--- src/rtl/queue_serializer_if.sv ---
// queue_serializer_if: groups the queue-side and serial-side signals of queue_serializer.
//   len_in          queue occupancy, 0..8
//   data_in         byte presented by the queue
//   tx_enable_in    downstream allows a new byte to start
//   dequeue_out     one-cycle remove request to the queue
//   serial_out      current serial bit (0 when write_out is low)
//   write_out       serial_out carries a valid bit this cycle
//   busy_out        a byte transfer is in progress
//   frame_count_out completed-byte count, wraps modulo 256
// Modports: master drives the queue/enable side, slave is the serializer itself.
interface queue_serializer_if;
  logic [3:0] len_in;
  logic [7:0] data_in;
  logic       tx_enable_in;
  logic       dequeue_out;
  logic       serial_out;
  logic       write_out;
  logic       busy_out;
  logic [7:0] frame_count_out;

  modport master (
    output len_in, data_in, tx_enable_in,
    input  dequeue_out, serial_out, write_out, busy_out, frame_count_out
  );

  modport slave (
    input  len_in, data_in, tx_enable_in,
    output dequeue_out, serial_out, write_out, busy_out, frame_count_out
  );
endinterface

--- src/rtl/queue_serializer.sv ---
// queue_serializer: pulls one byte at a time from a queue and shifts it out serially.
// Ports:
//   clk_10khz  rising-edge clock shared with the queue
//   reset      asynchronous, active-low reset
//   qs         queue_serializer_if.slave (queue handshake, serial output, status)
// Parameters:
//   MSB_FIRST  1 = bit 7 first, 0 = bit 0 first
//   DEQ_WAIT   cycles (1..7) spent waiting between dequeue_out and capturing data_in
// Sequence per byte: IDLE -> DEQ (1) -> WAIT (DEQ_WAIT) -> LOAD (1) -> SHIFT (8) -> GAP (1).
// All outputs are decoded from registered state only.
module queue_serializer #(
  parameter bit          MSB_FIRST = 1'b1,
  parameter int unsigned DEQ_WAIT  = 2
) (
  input logic               clk_10khz,
  input logic               reset,
  queue_serializer_if.slave qs
);

  typedef enum logic [2:0] {
    StIdle,
    StDeq,
    StWait,
    StLoad,
    StShift,
    StGap
  } state_e;

  localparam logic [2:0] WaitLast = 3'(DEQ_WAIT - 1);

  state_e     state_q, state_d;
  logic [2:0] cnt_q, cnt_d;     // WAIT length counter, then SHIFT bit index
  logic [7:0] shreg_q, shreg_d;
  logic [7:0] frame_q, frame_d;
  logic       cur_bit;

  always_ff @(posedge clk_10khz or negedge reset) begin
    if (!reset) begin
      state_q <= StIdle;
      cnt_q   <= '0;
      shreg_q <= '0;
      frame_q <= '0;
    end else begin
      state_q <= state_d;
      cnt_q   <= cnt_d;
      shreg_q <= shreg_d;
      frame_q <= frame_d;
    end
  end

  always_comb begin
    state_d = state_q;
    cnt_d   = cnt_q;
    shreg_d = shreg_q;
    frame_d = frame_q;
    unique case (state_q)
      StIdle: begin
        if (qs.tx_enable_in && (qs.len_in != 4'd0)) begin
          state_d = StDeq;
        end
      end
      StDeq: begin
        cnt_d   = '0;
        state_d = StWait;
      end
      StWait: begin
        if (cnt_q == WaitLast) begin
          cnt_d   = '0;
          state_d = StLoad;
        end else begin
          cnt_d = cnt_q + 3'd1;
        end
      end
      StLoad: begin
        // Byte is latched once here; later queue activity cannot alter it.
        shreg_d = qs.data_in;
        cnt_d   = '0;
        state_d = StShift;
      end
      StShift: begin
        cnt_d = cnt_q + 3'd1;
        if (cnt_q == 3'd7) begin
          state_d = StGap;
        end
      end
      StGap: begin
        frame_d = frame_q + 8'd1;
        state_d = StIdle;
      end
      default: begin
        state_d = StIdle;
      end
    endcase
  end

  assign cur_bit = MSB_FIRST ? shreg_q[3'd7 - cnt_q] : shreg_q[cnt_q];

  assign qs.dequeue_out     = (state_q == StDeq);
  assign qs.write_out       = (state_q == StShift);
  assign qs.serial_out      = (state_q == StShift) & cur_bit;
  assign qs.busy_out        = (state_q != StIdle);
  assign qs.frame_count_out = frame_q;

endmodule

--- src/flat_wrapper.sv ---
// flat-port wrapper written by rule: the top's interface ports become plain ports
module queue_serializer_flat 
#(
  parameter bit          MSB_FIRST = 1'b1,
  parameter int unsigned DEQ_WAIT  = 2
)
  (clk_10khz, reset, qs_len_in, qs_data_in, qs_tx_enable_in, qs_dequeue_out, qs_serial_out, qs_write_out, qs_busy_out, qs_frame_count_out);
  queue_serializer_if qs_i ();
  input logic clk_10khz;
  input logic reset;
  input wire logic [$bits(qs_i.len_in)-1:0] qs_len_in;
  input wire logic [$bits(qs_i.data_in)-1:0] qs_data_in;
  input wire logic [$bits(qs_i.tx_enable_in)-1:0] qs_tx_enable_in;
  output wire logic [$bits(qs_i.dequeue_out)-1:0] qs_dequeue_out;
  output wire logic [$bits(qs_i.serial_out)-1:0] qs_serial_out;
  output wire logic [$bits(qs_i.write_out)-1:0] qs_write_out;
  output wire logic [$bits(qs_i.busy_out)-1:0] qs_busy_out;
  output wire logic [$bits(qs_i.frame_count_out)-1:0] qs_frame_count_out;
  assign qs_i.len_in = qs_len_in;
  assign qs_i.data_in = qs_data_in;
  assign qs_i.tx_enable_in = qs_tx_enable_in;
  assign qs_dequeue_out = qs_i.dequeue_out;
  assign qs_serial_out = qs_i.serial_out;
  assign qs_write_out = qs_i.write_out;
  assign qs_busy_out = qs_i.busy_out;
  assign qs_frame_count_out = qs_i.frame_count_out;
  queue_serializer #(.MSB_FIRST(MSB_FIRST), .DEQ_WAIT(DEQ_WAIT)) u_core (.clk_10khz(clk_10khz), .reset(reset), .qs(qs_i));
endmodule
--- config.mk ---
export PLATFORM = sky130hd
export DESIGN_NAME = queue_serializer_flat
export DESIGN_NICKNAME = d
export VERILOG_FILES = /design/src/rtl/queue_serializer_if.sv /design/src/rtl/queue_serializer.sv /design/src/flat_wrapper.sv
export SDC_FILE = /design/constraint.sdc
export NUM_CORES = 1
export LEC_CHECK = 0
export CORE_MARGIN = 2
export CORE_UTILIZATION = 25
export CTS_CLUSTER_DIAMETER = 30
export DETAILED_ROUTE_END_ITERATION = 7
export GPL_TIMING_DRIVEN = 0
export PLACE_DENSITY = 0.58
export SLEW_MARGIN = 20
export SYNTH_ARGS = -nofsm -noshare
export SYNTH_HDL_FRONTEND = slang
export SYNTH_SLANG_ARGS = --single-unit
--- constraint.sdc ---
create_clock -name clk_10khz -period 2.09 [get_ports clk_10khz]
set_clock_uncertainty 0.2 [all_clocks]
set_input_delay 0.209 -clock clk_10khz [delete_from_list [all_inputs] [get_ports clk_10khz]]
set_output_delay 0.209 -clock clk_10khz [all_outputs]
set_load 0.01 [all_outputs]
* After elaboration in Yosys (flattened, before gate mapping) *
Index checks and enable logic that the tools add are counted.

word-level totals
  RAM bits = 0
  bits in read-only memories = 0
  register bits after elaboration = 22
  output and inout port bits = 12
  bits in latches = 0
  input port bits = 15
  word-level logic and storage cells = 34
  memories = 0

cells by class
  magnitude comparators = 1
  multipliers = 0
  bitwise operators = 1
  shifts and indexed selects = 0
  $add $sub $neg = 3
  divide/modulo/power cells = 0
  eq/ne operators = 10
  reduce and logical (&&, ||, !) cells = 7
  mux-type cells = 8

operator list
  operator                                                               number
  3-bit case mux with 5 select lines                                     1
  3-bit 2-to-1 mux                                                       4
  3-bit equality test, second input constant                             3
  3-bit case mux with 3 select lines                                     1
  8-bit by 1-bit adder with 8-bit output, second input constant          1
  3-bit by 1-bit equality test with 1-bit output, second input constant  2
  3-bit by 2-bit equality test with 1-bit output, second input constant  2
  2-bit by 1-bit != test with 1-bit output, second input constant        3
  3-bit nonzero test                                                     2
  3-bit by 4-bit < comparator with 1-bit output, second input constant   1
  4-bit nonzero test                                                     1
  3-bit by 1-bit adder with 3-bit output, second input constant          1
  1-bit binary-select mux with 3-bit select                              1
  3-bit logical NOT                                                      1
  3-bit AND reduction                                                    1
  3-bit subtractor, first input constant                                 1
  2-bit OR reduction                                                     1
  1-bit bitwise AND                                                      1
  1-bit logical AND                                                      1
  1-bit 2-to-1 mux                                                       1

* Depth between registers and ports, before layout *
Gate-level depths: netlist of the first run.

  word-level depth = 4
  gate-level depth with buffers = 6
  gate-level depth less buffers = 6

* Worst setup path after synthesis of the first run *
No wires, ideal clock.

  kind = register -> register
  start point = reg u_core.cnt_q[1]
  end point = reg u_core.cnt_q[2]
  data required time = 1.826 ns
  path slack = 0.465 ns
  library setup time = 0.064 ns
  arrival = 1.361 ns
  clock period less this slack = 1.625 ns
  stages on the path, launching flop included = 6
  path buffers = 0
  path through = dfrtp_1 > ha_1 > ha_1 > inv_1 > o41ai_1 > a21o_1

on the way
  longest elaborated chain between the ends = 3
  elaborated cells on any way between the ends = 4
  classes of those cells = add/sub: 1; eq/ne: 1; mux: 2

ends and longest elaborated chain
  item                                                                                                      line                                                                    source
  start: declaration                                                                                        queue_serializer.sv:32                                                  logic [2:0] cnt_q, cnt_d;
  start signal: assignment                                                                                  queue_serializer.sv:45                                                  cnt_q <= cnt_d;
  3-bit by 1-bit adder with 3-bit output or 3-bit by 1-bit equality test with 1-bit output (tied branches)  queue_serializer.sv:71, queue_serializer.sv:81, queue_serializer.sv:67
  3-bit 2-to-1 mux                                                                                          queue_serializer.sv:67                                                  if (cnt_q == WaitLast) begin
  3-bit case mux with 3 select lines (*)                                                                    queue_serializer.sv:56                                                  unique case (state_q)

Every way passes the cells marked *; elsewhere a longest branch is shown, timed or not.
A chain may end at the register's enable or synchronous reset.

* Worst setup path after layout of the first run *
  start point = reg u_core.state_q[1]
  end point = out qs_write_out

on the way
  longest elaborated chain between the ends = 1

ends and longest elaborated chain
  item                      line                    source
  start: declaration        queue_serializer.sv:31  state_e state_q, state_d;
  start signal: assignment  queue_serializer.sv:39  state_q <= StIdle;
  start signal: assignment  queue_serializer.sv:44  state_q <= state_d;
  3-bit equality test       queue_serializer.sv:99  assign qs.write_out = (state_q == StShift);
  end: declaration          flat_wrapper.sv:16      output wire logic [$bits(qs_i.write_out)-1:0] qs_write_out;

No other way between the ends.

==> results of run 1 <==
[cell usage in the layout (no fill, tap or decap), drive strengths merged, types with 4 or more instances in the layout]
master / Yosys / final
clkdlybuf4s50: 0 / 22
dfrtp: 22 / 22
mux2: 10 / 10
nand2: 10 / 10
buf: 5 / 10
nand3: 7 / 7
xnor2: 6 / 6
ha: 4 / 4
nor2: 4 / 4
[final cells by class]
cell class,count,share of cell area [%]
multi-input cells,71,35.8
flip-flops and latches,22,35.6
repair buffers,31,18.8
well taps,52,4.20
clock buffers,3,2.66
plain buffers,4,2.18
inverters,3,0.726
[kinds of logic (layout without fill, tap and decap cells)]
| group | Yosys count | count (layout) | share of synthesized area (%) |
|---|---|---|---|
| AO/OA/AOI/OAI | 11 | 11 | 6.57 |
| multiplexers | 12 | 12 | 12.7 |
| XOR/XNOR | 9 | 9 | 6.89 |
| buffers and inverters | 9 | 41 | 4.16 |
| flip-flops | 22 | 22 | 48.1 |
| AND/OR/NAND/NOR | 35 | 35 | 17.2 |
| adder cells (fa/ha/maj) | 4 | 4 | 4.38 |
[metrics by stage]
stage	total power, mW	setup TNS, ns	hold WS, ns	area, sq um	util [%]
floorplan	1.24	0	-0.287	1140	-
global placement	1.47	-0.126	0.262	1470	33.5
detailed placement	1.51	-0.168	0.288	1470	33.5
CTS	1.76	-0.0279	0.304	1510	34.5
global route	1.94	0	0.313	1550	35.4
finish	1.79	0	0.242	1550	35.4
[worst max-delay path by stage]
stage,start,end,slack (ns),cells after the start
final,u_core.state_q[1],qs_write_out,0.07,5
after global routing,u_core.state_q[1],qs_write_out,0.002,5
after CTS,u_core.cnt_q[0],qs_serial_out,-0.03,5
after detailed placement,u_core.state_q[0],qs_serial_out,-0.17,5
after global placement,u_core.state_q[0],qs_serial_out,-0.13,5
after floorplan,u_core.cnt_q[1],u_core.cnt_q[2],0.46,5
[per-layer routing]
layer	share of wire (%)	vias to the layer above
li1	-	427
met1	44	405
met2	51	20
met3	4.2	2
met4	1.5	0
met5	0	-
[flip-flops by register name, indices dropped and copies added, names as in the netlist]
signal                     cells
u_core.shreg_q                 8
u_core.qs.frame_count_out      8
u_core.state_q                 3
u_core.cnt_q                   3
[what timing repair did]
item,in CTS,in global routing
setup buffers,0,4
hold buffers,0,1
endpoints found under the setup margin,4,2
hold endpoints to repair,0,22
cloned,0,0
pin swaps,0,1
resized for setup,8,4
[report_power, final]
group / total [mW] / internal, mW / switching, mW
clock network: 0.252 / 0.128 / 0.123
logic: 0.827 / 0.468 / 0.359
registers: 0.716 / 0.581 / 0.135
total: 1.79 / 1.18 / 0.618
==> impl_results.md, run 1 <==
- Status: complete, no violations
- Depth of the most critical reg-to-reg path: 6
- Pwr Density: 1160 nW/um^2
- Post-Synthesis Cells: 102
- Syn Area/Cell: 11.2 sq um
- # fillers: 453
- CORE AREA: 4380 sq um
- Total leakage power: 0.692 nW
- CP endpoint kind: output pin
- Worst Setup Start Kind: flip-flop
- Top cells by count, synth: 22 x dfrtp_1, 10 x mux2_2, 9 x nand2_1
- Multi-input logic area: 556 sq um
- Final max-slew violation count: 0
- Drt wl/cell: 12.2 um
- Met3 Use GR: 2.81%
- Placed cells: 180
- RSZ-0062 raised after global routing: no
- Layout cell share with drive strength beyond 1: 23.1%
- Mapped Nets: 121
- Ys Warns: 0
- Hold Vio Cnt, Final: 0
- Flop-to-flop setup slack: 0.35 ns
- Syn Std Cell Area: 1140 sq um
- CP arrival: 1.61 ns
- Clock sinks: 22
- Crit Path Class: flip-flop to output pin
- Layout area overhead: 35.6%
- Setup WS post-layout: 0.0731 ns
- TritonCTS Buffers: 3
- Post-synth ARST share: 100%
- Synth area leaders: dfrtp_1 48%, mux2_2 9.8%, xnor2_1 4.6%
- Slowest cell on crit path: clkdlybuf4s50_1
- Ports: 27
- Clock transition at path regs: 0.08 ns
- Share of the synthesized area in the top cell type: 48.1%
- Avg Vias per Cell: 4.59
- IO buf count: 26
- HPWL Detailed: 1.76 mm
- Clock root cell: clkbuf_8
- FMAX: 0.496 GHz
- Final non-filler cell total: 186
- Initial antenna violation count: 0
- Hold/Removal Path Class: primary input to async pin
- Slowest Stage Delay on Critical Path: 0.53 ns
- Initial DRT Pass Iterations: 4
- GRT busiest layer: met2
- Die area: 5130 sq um
- Vias in the first global route: 875
- Relative slew slack: 67.5%
- Largest fanout on the critical path: 10
- Minimum clock period: 2.02 ns
- H-tree levels: 1
- Peak supply drop: 0.000528 V
- Flops & latches, synth: 22
- Met1 usage: 11.5%
- DR vias: 854
- Final Setup Violations: 0
- Die W: 71.6 um
- Final #Nets: 155
- Clock Tree Buf Depth: 2
- Cells along the critical path: buf_4, nor2_4, nand2_2, inv_1, clkdlybuf4s50_1
- Total GRT Usage: 9.84%
- Antenna viol nets, final: 0
- Delay-heaviest family, CP: buffers and inverters
- Initial core utilization: 26.1%
- Max-cap violations: 0
- Number of enable flip-flop cells after synthesis: 0
- GPL Wtd Cong: 0.756
- Congestion Overflow GR: 0
- Sequential cell area: 552 sq um
- Ant. Diodes: 0
- Die Y: 71.6 um
- Yosys top cell by area: dfrtp_1
- Worst reg2reg startpoint: u_core.state_q[0]
- Count of cell types in the netlist: 34
- # rows: 24
- Worst R2R End: u_core.qs.frame_count_out[5]
- Starting DRC count in detailed routing: 32
- CTS tree: built
- Place WS: -0.168 ns
- Crit share post-route: 96.5%
- Prevailing post-synth register cell: dfrtp_1
- M2 GR Usage: 16.6%
- Top-count cell post-synth: dfrtp_1
- Critical path buffer and inverter count: 3
- Largest net degree at the start of global routing: 23
- Worst-skew pair later-pin latency: 0.25 ns
- # DRC: 0
- First-pass GRT wire length: 3.92 mm
- Worst-margin pin slew: 0.487 ns
- Seq/Total Area, Yosys: 48.1%
- Worst endpoint required time: 1.68 ns
- Final WL: 2.27 mm
Power figures use the tool's default switching activity.
==> run 2, diff against run 1 <==
Settings changed: SKIP_LAST_GASP set to 1.
==> impl_results.md, run 2 (same netlist as run 1, synthesis figures left out) <==
- Status: complete, no violations
- Minimum clock period: 2.02 ns
- Initial core utilization: 26.1%
- HPWL Detailed: 1.76 mm
- Worst-skew pair later-pin latency: 0.26 ns
- Initial DRT Pass Iterations: 4
- Relative slew slack: 67.9%
- Die area: 5130 sq um
- Total leakage power: 0.675 nW
- Worst endpoint required time: 1.68 ns
- IO buf count: 26
- Layout cell share with drive strength beyond 1: 23.1%
- Total GRT Usage: 9.84%
- Die W: 71.6 um
- DR vias: 853
- Worst Setup Start Kind: flip-flop
- Worst R2R End: u_core.qs.frame_count_out[5]
- # rows: 24
- Die Y: 71.6 um
- Flop-to-flop setup slack: 0.35 ns
- Depth of the most critical reg-to-reg path: 6
- Final Setup Violations: 0
- Clock root cell: clkbuf_8
- FMAX: 0.495 GHz
- Worst-margin pin slew: 0.481 ns
- Most frequent cells in the layout: 23 x clkdlybuf4s50_1, 21 x dfrtp_1, 10 x mux2_2, 8 x nand2_1, 7 x buf_4
- Initial antenna violation count: 0
- TritonCTS Buffers: 3
- Clock transition at path regs: 0.08 ns
- Peak supply drop: 0.000496 V
- CP arrival: 1.61 ns
- Hold Vio Cnt, Final: 0
- Clock Tree Buf Depth: 2
- Critical path buffer and inverter count: 3
- Crit share post-route: 96.8%
- Core Util, Final: 35.3%
- Drt wl/cell: 12.2 um
- Most common cell after layout, fill and taps aside: clkdlybuf4s50_1
- Worst reg2reg startpoint: u_core.state_q[0]
- Vias in the first global route: 875
- Final max-slew violation count: 0
- Largest net degree at the start of global routing: 23
- Ports: 27
- CORE AREA: 4380 sq um
- Cells along the critical path: buf_4, nor2_4, nand2_2, inv_1, clkdlybuf4s50_1
- Ant. Diodes: 0
- Layout area overhead: 35.3%
- # DRC: 0
- Largest fanout on the critical path: 10
- H-tree levels: 1
- First-pass GRT wire length: 3.92 mm
- Avg Vias per Cell: 4.59
- Crit Path Class: flip-flop to output pin
- Congestion Overflow GR: 0
- Delay-heaviest family, CP: buffers and inverters
- Clock sinks: 22
- Slowest Stage Delay on Critical Path: 0.53 ns
- Pwr Density: 1160 nW/um^2
- Slowest cell on crit path: clkdlybuf4s50_1
- Hold/Removal Path Class: primary input to async pin
- Max-cap violations: 0
- Antenna viol nets, final: 0
- Final WL: 2.26 mm
- Final #Nets: 155
- Starting DRC count in detailed routing: 41
- GPL Wtd Cong: 0.756
- CTS tree: built
- CP endpoint kind: output pin
- Design Power: 1.80 mW
- RSZ-0062 raised after global routing: yes
- # fillers: 454
## run 2: final cells by class
| type | instances | area, sq um | area share (%) |
|---|---|---|---|
| buffer | 4 | 33.8 | 2.18 |
| clock buffer | 3 | 41.3 | 2.67 |
| inverter | 3 | 11.3 | 0.728 |
| multi-input combinational | 71 | 556 | 35.9 |
| sequential | 22 | 552 | 35.7 |
| tap | 52 | 65.1 | 4.20 |
| timing repair buffer | 31 | 289 | 18.7 |
## run 2: stage by stage
step / setup TNS [ns] / cell area, sq um / instances / setup slack [ns] / hold slack (ns)
floorplan: 0 / 1140 / 102 / 0.465 / -0.287
global placement: -0.126 / 1470 / 180 / -0.126 / 0.262
detailed placement: -0.168 / 1470 / 180 / -0.168 / 0.288
CTS: -0.0853 / 1510 / 181 / -0.0853 / 0.304
global route: 0 / 1550 / 186 / 0.0000193 / 0.313
finish: 0 / 1550 / 186 / 0.0679 / 0.236
## run 2: worst max path at each step
stage | start | endpoint | slack, ns | cells after the start
3_3_place_gp | u_core.state_q[0] | qs_serial_out | -0.13 | 5
2_1_floorplan | u_core.cnt_q[1] | u_core.cnt_q[2] | 0.46 | 5
5_1_grt | u_core.state_q[2] | qs_dequeue_out | 0.00002 | 3
3_5_place_dp | u_core.state_q[0] | qs_serial_out | -0.17 | 5
4_1_cts | u_core.cnt_q[0] | qs_serial_out | -0.09 | 5
6_report | u_core.state_q[1] | qs_write_out | 0.07 | 5
## run 2: timing repair
item,4_1_cts,5_1_grt
endpoints found under the hold margin,0,22
gates resized for setup,6,4
hold buffers,0,1
setup endpoints to repair,4,2
buffers inserted,0,4
pin swaps,0,1
## run 2: worst register-to-register path: cells and delay by family, from the launching register on
family	cells	cell delay (ns)
xor gates and xnor gates	1	0.14
and+or+nand+nor	3	0.51
buffers and inverters	2	0.32
DFF	1	0.46
## run 2: power breakdown
| part | switching, mW | leakage (nW) | total [mW] | internal [mW] |
|---|---|---|---|---|
| sequential | 0.134 | 0.274 | 0.714 | 0.581 |
| clock | 0.126 | 0.0216 | 0.254 | 0.128 |
| combinational | 0.361 | 0.379 | 0.831 | 0.470 |
## run 2: layer usage
metal  vias up  track usage [%]  wire length [um]
li1        425                -                 -
met1       406             11.5               997
met2        20             16.6              1140
met3         2             2.81                92
met4         0             4.82                34
met5         -                0                 0
==> run 3, diff against run 2 <==
Settings changed: CELL_PAD_IN_SITES_DETAIL_PLACEMENT set to 1, CELL_PAD_IN_SITES_GLOBAL_PLACEMENT set to 2, PLACE_DENSITY 0.58 to 0.77, SLEW_MARGIN 20 to not set.
==> impl_results.md, run 3 (same netlist as run 1, synthesis figures left out) <==
- Status: complete, no violations
- TritonCTS Buffers: 3
- Delay-heaviest family, CP: buffers and inverters
- Met1 usage: 14.8%
- GPL Wtd Cong: 0.777
- Starting DRC count in detailed routing: 28
- GRT busiest layer: met2
- Ports: 27
- Worst endpoint required time: 1.68 ns
- Antenna viol nets, final: 0
- # fillers: 497
- Initial DRT Pass Iterations: 4
- First-pass GRT wire length: 4.44 mm
- Peak supply drop: 0.000507 V
- CORE AREA: 4380 sq um
- Clock sinks: 22
- # DRC: 0
- Final Setup Violations: 0
- Most frequent cells in the layout: 23 x clkdlybuf4s50_1, 21 x dfrtp_1, 10 x mux2_2, 9 x buf_4, 9 x nand2_1
- Relative slew slack: 32.5%
- Final #Nets: 156
- Hold Vio Cnt, Final: 0
- WHS: 0.293 ns
- Max-cap violations: 0
- Largest net degree at the start of global routing: 23
- H-tree levels: 1
- Crit share post-route: 95.5%
- Total GRT Usage: 11.1%
- Critical path buffer and inverter count: 2
- Congestion Overflow GR: 0
- # rows: 24
- Total leakage power: 0.712 nW
- Pwr Density: 1250 nW/um^2
- DR vias: 878
- Die area: 5130 sq um
- Final non-filler cell total: 188
- Crit Path Class: flip-flop to output pin
- Clock root cell: clkbuf_8
- Layout cell share with drive strength beyond 1: 24.3%
- Slowest cell on crit path: clkdlybuf4s50_1
- Crit. Startpoint: u_core.state_q[2]
- Place WS: -0.170 ns
- Worst reg2reg startpoint: u_core.cnt_q[0]
- CP arrival: 1.59 ns
- Final max-slew violation count: 0
- Clock Tree Buf Depth: 2
- Worst-margin pin slew: 1.01 ns
- IO buf count: 26
- HPWL Detailed: 1.85 mm
- Ant. Diodes: 0
- Slowest Stage Delay on Critical Path: 0.56 ns
- Initial core utilization: 26.1%
- HP Start: u_core.qs.frame_count_out[5]
- FMAX: 0.501 GHz
- Layout area overhead: 39.1%
- Worst Setup Start Kind: flip-flop
- CTS tree: built
- Avg Vias per Cell: 4.67
- CP endpoint kind: output pin
- Cts hold-fix bufs: 0
- Die W: 71.6 um
- Met3 Use GR: 2.53%
- M2 GR Usage: 17.4%
- Die Y: 71.6 um
- Initial antenna violation count: 0
- Largest fanout on the critical path: 18
- Final WL: 2.54 mm
- Hold/Removal Path Class: flip-flop to flip-flop
- Minimum clock period: 2.00 ns
- Cells along the critical path: buf_4, nor3b_1, clkdlybuf4s50_1
- Drt wl/cell: 13.5 um
- Clock transition at path regs: 0.08 ns
- RSZ-0062 raised after global routing: no
- Most common cell after layout, fill and taps aside: clkdlybuf4s50_1
- Placed cells: 180
- Setup WS post-layout: 0.0947 ns
- Worst-skew pair later-pin latency: 0.26 ns
- Vias in the first global route: 902
-- run 3: cell types whose count changed in the layout (fill, tap and decap cells not counted), sizes merged --
cell	delta
dlygate4sd3	-1
buf	+1
dlymetal6s2s	+1
bufinv	+1
-- run 3: through the flow --
step	power, mW	utilization (%)	setup TNS (ns)	instance area (sq um)
after floorplan	1.24	-	0	1140
after global placement	1.49	33.5	-0.170	1470
after detailed placement	1.52	33.5	-0.170	1470
after CTS	1.96	35.7	-0.0699	1570
after global routing	2.15	36.3	0	1590
final	1.98	36.3	0	1590
-- run 3: final cells by class --
type | count | area, sq um | area share (%)
Timing Repair Buffer | 32 | 302 | 19.0
Tap cell | 52 | 65.1 | 4.09
Inverter | 3 | 11.3 | 0.708
Multi-Input combinational cell | 71 | 556 | 34.9
Sequential cell | 22 | 552 | 34.7
Clock buffer | 3 | 41.3 | 2.60
Clock inverter | 1 | 30.0 | 1.89
Buffer | 4 | 33.8 | 2.12
-- run 3: report_power, final --
group          internal [mW]  switching, mW  leakage [nW]
Sequential             0.580          0.132         0.274
Clock                  0.256          0.143        0.0357
Combinational          0.488          0.383         0.403
Total                   1.32          0.657         0.712
-- run 3: routing by layer --
layer / vias to the layer above / part of all wire, %
met1: 433 / 46
met2: 17 / 48
met5: - / 0
met4: 0 / 1.5
met3: 2 / 4.3
li1: 426 / -
-- run 3: final timing paths --
check / endpoint / slack [ns] / cells past startpoint
max: qs_dequeue_out / 0.09 / 3
min reg2reg: u_core.qs.frame_count_out[5] / 0.29 / 1
min in group asynchronous: u_core.qs.frame_count_out[6] / 0.30 / 1
min: u_core.qs.frame_count_out[5] / 0.29 / 1
max in group asynchronous: u_core.state_q[0] / 0.72 / 1
max reg2reg: u_core.cnt_q[2] / 0.28 / 6
-- run 3: worst reg2reg max path, cell delays in order (launching register included) --
cell,delay [ns]
dfrtp_1,0.40
buf_4,0.14
ha_1,0.19
ha_1,0.30
inv_1,0.04
o41ai_1,0.33
a21o_1,0.16
-- run 3: repair_timing --
item | CTS | global route
hold endpoints to repair | 0 | 0
pin swaps | 0 | 1
endpoints found under the setup margin | 4 | 2
setup buffers | 4 | 2
resized for setup | 5 | 6
